**src/rtl/ram_read_arbiter.sv**
```systemverilog
// Round-robin two-port read arbiter and burst sequencer in front of the RAM reader.
// One- or two-word bursts; each word is handed to its owner with a one-cycle valid pulse.
module ram_read_arbiter #(
  parameter int unsigned ADDR_WIDTH  = 10,
  parameter int unsigned DATA_WIDTH  = 16,
  parameter int unsigned RAM_LATENCY = 1   // legal range 1..4
) (
  input  logic                  clk,
  input  logic                  rst,
  input  logic                  req0,
  input  logic [ADDR_WIDTH-1:0] addr0,
  input  logic                  len0,
  output logic                  gnt0,
  output logic                  vld0,
  output logic [DATA_WIDTH-1:0] data0,
  input  logic                  req1,
  input  logic [ADDR_WIDTH-1:0] addr1,
  input  logic                  len1,
  output logic                  gnt1,
  output logic                  vld1,
  output logic [DATA_WIDTH-1:0] data1,
  output logic                  read,
  output logic [ADDR_WIDTH-1:0] am_out,
  input  logic [DATA_WIDTH-1:0] ram_out,
  output logic                  busy
);

  localparam int unsigned CntW = 2;

  typedef enum logic [1:0] {StIdle, StIssue, StWait} state_e;

  state_e                state_q, state_d;
  logic                  port_q, port_d;
  logic                  more_q, more_d;
  logic                  ptr_q, ptr_d;
  logic [CntW-1:0]       cnt_q, cnt_d;
  logic                  read_d, gnt0_d, gnt1_d, vld0_d, vld1_d, busy_d;
  logic [ADDR_WIDTH-1:0] am_d;
  logic [DATA_WIDTH-1:0] data0_d, data1_d;
  logic                  win;

  // A lone requester wins outright; the pointer only breaks ties.
  assign win = (req0 && req1) ? ptr_q : req1;

  always_comb begin
    state_d = state_q;
    port_d  = port_q;
    more_d  = more_q;
    ptr_d   = ptr_q;
    cnt_d   = cnt_q;
    read_d  = 1'b0;
    gnt0_d  = 1'b0;
    gnt1_d  = 1'b0;
    vld0_d  = 1'b0;
    vld1_d  = 1'b0;
    busy_d  = busy;
    am_d    = am_out;
    data0_d = data0;
    data1_d = data1;
    unique case (state_q)
      StIdle: begin
        if (req0 || req1) begin
          port_d  = win;
          more_d  = win ? len1 : len0;
          am_d    = win ? addr1 : addr0;
          gnt0_d  = ~win;
          gnt1_d  = win;
          read_d  = 1'b1;
          busy_d  = 1'b1;
          state_d = StIssue;
        end
      end
      StIssue: begin
        cnt_d   = CntW'(RAM_LATENCY - 1);
        state_d = StWait;
      end
      StWait: begin
        if (cnt_q == '0) begin
          if (port_q) begin
            data1_d = ram_out;
            vld1_d  = 1'b1;
          end else begin
            data0_d = ram_out;
            vld0_d  = 1'b1;
          end
          if (more_q) begin
            // Second word overlaps its ISSUE cycle with the first valid pulse.
            more_d  = 1'b0;
            am_d    = am_out + ADDR_WIDTH'(1);
            read_d  = 1'b1;
            state_d = StIssue;
          end else begin
            busy_d  = 1'b0;
            ptr_d   = ~port_q;
            state_d = StIdle;
          end
        end else begin
          cnt_d = cnt_q - CntW'(1);
        end
      end
      default: state_d = StIdle;
    endcase
  end

  always_ff @(posedge clk or posedge rst) begin
    if (rst) begin
      state_q <= StIdle;
      port_q  <= 1'b0;
      more_q  <= 1'b0;
      ptr_q   <= 1'b0;
      cnt_q   <= '0;
      read    <= 1'b0;
      gnt0    <= 1'b0;
      gnt1    <= 1'b0;
      vld0    <= 1'b0;
      vld1    <= 1'b0;
      busy    <= 1'b0;
      am_out  <= '0;
      data0   <= '0;
      data1   <= '0;
    end else begin
      state_q <= state_d;
      port_q  <= port_d;
      more_q  <= more_d;
      ptr_q   <= ptr_d;
      cnt_q   <= cnt_d;
      read    <= read_d;
      gnt0    <= gnt0_d;
      gnt1    <= gnt1_d;
      vld0    <= vld0_d;
      vld1    <= vld1_d;
      busy    <= busy_d;
      am_out  <= am_d;
      data0   <= data0_d;
      data1   <= data1_d;
    end
  end

endmodule

```
**config.mk**
```make
export PLATFORM = sky130hd
export DESIGN_NAME = ram_read_arbiter
export DESIGN_NICKNAME = d
export VERILOG_FILES = /design/src/rtl/ram_read_arbiter.sv
export SDC_FILE = /design/constraint.sdc
export NUM_CORES = 1
export LEC_CHECK = 0
export BUFFER_PORTS_ARGS = -buffer_cell sky130_fd_sc_hd__buf_2
export CORE_MARGIN = 3
export CORE_UTILIZATION = 45
export DETAILED_ROUTE_END_ITERATION = 10
export PLACE_DENSITY = 0.78
export SYNTH_ARGS = -nofsm -noshare
export SYNTH_HDL_FRONTEND = slang
export SYNTH_SLANG_ARGS = --single-unit
```
**constraint.sdc**
```tcl
create_clock -name clk -period 1.8 [get_ports clk]
set_clock_uncertainty 0.1 [all_clocks]
set_input_delay 0 -clock clk [delete_from_list [all_inputs] [get_ports clk]]
set_output_delay 0 -clock clk [all_outputs]
set_load 0.02 [all_outputs]
```
==> impl_metrics.tcl <==
set metrics [dict create \
    outcome "complete, no violations" \
    area_growth_pct 35.25 \
    clock_path_buffers 2 \
    synth.net_count 239 \
    cp.arrival_ps 1800 \
    diodes 0 \
    cp_data_required_time_ps 1890 \
    drc 0 \
    slew_headroom 0.6712 \
    globalRouteTotalUtil 0.1747 \
    dieHeight_um 81.78 \
    coreArea_um2 5335 \
    ff2ff_setup_slack_ps 90 \
    rsz0062_at_grt "no" \
    crit_buf_inv 3 \
    final_util 0.6550 \
    synth_seq_cells 55 \
    period_share 0.9476 \
    yosys.area.top_type "dfrtp_1" \
    hp-class "primary input to flop" \
    finalPower_mw 6.092 \
    critPathCaptureType "flop" \
    avgSynthCellArea_um2 13.25 \
    cp_max_fo 9 \
    seq_area_frac_synth 0.5327 \
    final_area_um2 3495 \
    synth.distinct_cells 43 \
    row_count 26 \
    drt_first_iter_violations 73 \
    fillCellCount 399 \
    maxCapViolCount 0 \
    firstDrtPassIters 6 \
    syn_inst 195 \
    slew_violations 0 \
    synth_commonest_cells "dfrtp_1 (55), mux2_2 (16), mux2i_1 (10)" \
    synthArstFlopShare 1.000 \
    worstMarginPinSlew_ps 488.0 \
    fin_cells 389 \
    yosys.cell_count.top_type "dfrtp_1" \
    synth.top_cell.area_share 0.5327 \
    gp_congestion 0.8108 \
    hold_violations 0 \
    cts_sinks 55 \
    die_area_um2 6687 \
    start_kind "flop" \
    synth_area_leaders "dfrtp_1 (53%), mux2_2 (7.0%), mux2_4 (5.2%)" \
    antenna_found_initial 0 \
    ant_nets 0 \
    pin_count 90 \
    initial_core_util 0.4843 \
    timing.hold.ws_ps 13.00 \
    synth_warnings 0 \
    vias 1973 \
    placed_cell_area_um2 3118 \
    via_per_inst 5.072 \
    io_buffers 89 \
    ys.flop_type "dfrtp_1" \
    routed_wl_um 5614 \
    synth-edff-count 0 \
    cts_max_level 2 \
    die_w_um 81.78 \
    tns_ps 0 \
    wl_per_cell_um 14.43 \
    crit_slowest_cell "dfrtp_1" \
    critPathMaxStageDelay_ps 410 \
    vdd_ir_drop_max_uv 826.6 \
    cts_root_buffer "clkbuf_8" \
    grt_max_degree 56 \
    fin_ws_ps 94.31 \
    clkTransAtPathRegs_ps 100 \
    fmax_mhz 586.3 \
    p_per_area_nw_per_um2 1743 \
    dp_hpwl_um 3933 \
    netlist_area_um2 2584 \
    grt_overflow 0 \
    path_cells "inv_1, ha_2, buf_4, nand2_4, nor2_8, buf_12, mux2_1" \
    fin_crit_ps 1706 \
    post-place-ws_ps 43.93 \
    nNetsFinal 362 \
    placedCellCount 356 \
    critical_path_class "flop to flop" \
    p_leak_nw 1.711 \
    cts_tree "done" \
    layout-drive-gt1-share 0.4890 \
    clk-insertion-delay-late_ps 300 \
    cts_buffers 5 \
    grt_pass1_wl_um 8914 \
    crit_family "flip-flops" \
    grt_pass1_vias 1884 \
    setup_violations 0 \
]
==> tightest hold or removal path, delay by kind of cell <==
family / cells / cell delay, ps
AOI/OAI and AO/OA: 2 / 240
muxes: 1 / 70
buffers and inverters: 1 / 70
==> cell families (layout without fill, tap and decap cells) <==
family,Yosys count,in the layout,share of synthesized area
flops,55,55,0.5327
compound gates,45,45,0.1274
mux,44,44,0.2000
simple gates,31,31,0.07652
buf+inv,18,142,0.05375
fa+ha+maj,2,2,0.009684
==> report_power, final <==
| group | switching [mW] | internal, mW | leakage [nW] |
|---|---|---|---|
| sequential | 0.415 | 1.83 | 0.655 |
| combinational | 1.74 | 1.40 | 1.01 |
| clock | 0.398 | 0.315 | 0.0474 |
| total | 2.55 | 3.54 | 1.71 |
==> layout make-up <==
| class | instances | area, um2 | area share |
|---|---|---|---|
| Clock buffer | 6 | 82.58 | 0.02363 |
| Clock inverter | 2 | 16.27 | 0.004654 |
| Inverter | 8 | 37.54 | 0.01074 |
| Multi-Input combinational cell | 122 | 1075 | 0.3076 |
| Sequential cell | 55 | 1378 | 0.3942 |
| Tap cell | 70 | 87.58 | 0.02506 |
| Timing Repair Buffer | 126 | 818.3 | 0.2342 |
==> flip-flops by register name (all words and copies together), names as in the netlist <==
signal and count:
data0 16, data1 16, am_out 10, cnt_q 2, state_q 2, busy 1
gnt0 1, gnt1 1, more_q 1, port_q 1, ptr_q 1, read 1
vld0 1, vld1 1
==> cell usage in the layout (no fill, tap or decap), drive strengths merged, types with 2 or more instances in the layout <==
cell type	Yosys	final
inv	8	8
a22o	4	4
clkbuf	0	6
o21ai	12	12
o22a	2	2
mux2	34	34
nor2b	3	3
nand2b	3	3
nand2	7	7
o31ai	2	2
nand3	8	8
o22ai	3	3
buf	10	103
a21o	5	5
mux2i	10	10
nor3	2	2
dlygate4sd3	0	23
dfrtp	55	55
a21oi	11	11
nor2	3	3
ha	2	2
==> what timing repair did <==
action                                 in CTS  in global routing
hold buffers                               23                  0
setup endpoints to repair                   0                 23
endpoints found under the hold margin      90                  0
setup buffers                               0                  2
resized for setup                           0                  4
==> final timing paths <==
path	startpoint	cells past startpoint	to
setup / recovery	cnt_q[1]	7	data0[2]
hold / removal	addr1[0]	4	am_out[0]
setup reg to reg	cnt_q[1]	7	data0[2]
hold reg to reg	data0[5]	1	data0[5]
max in group asynchronous	rst	4	am_out[0]
min in group asynchronous	rst	4	am_out[7]
==> layer usage <==
layer	vias to the layer above	track usage	wire (um)
met5	-	0	0
met4	0	0.04983	59
met3	6	0.03289	438
met2	79	0.2956	2550
met1	936	0.2281	2565
li1	952	-	-
Power figures use the tool's default switching activity.
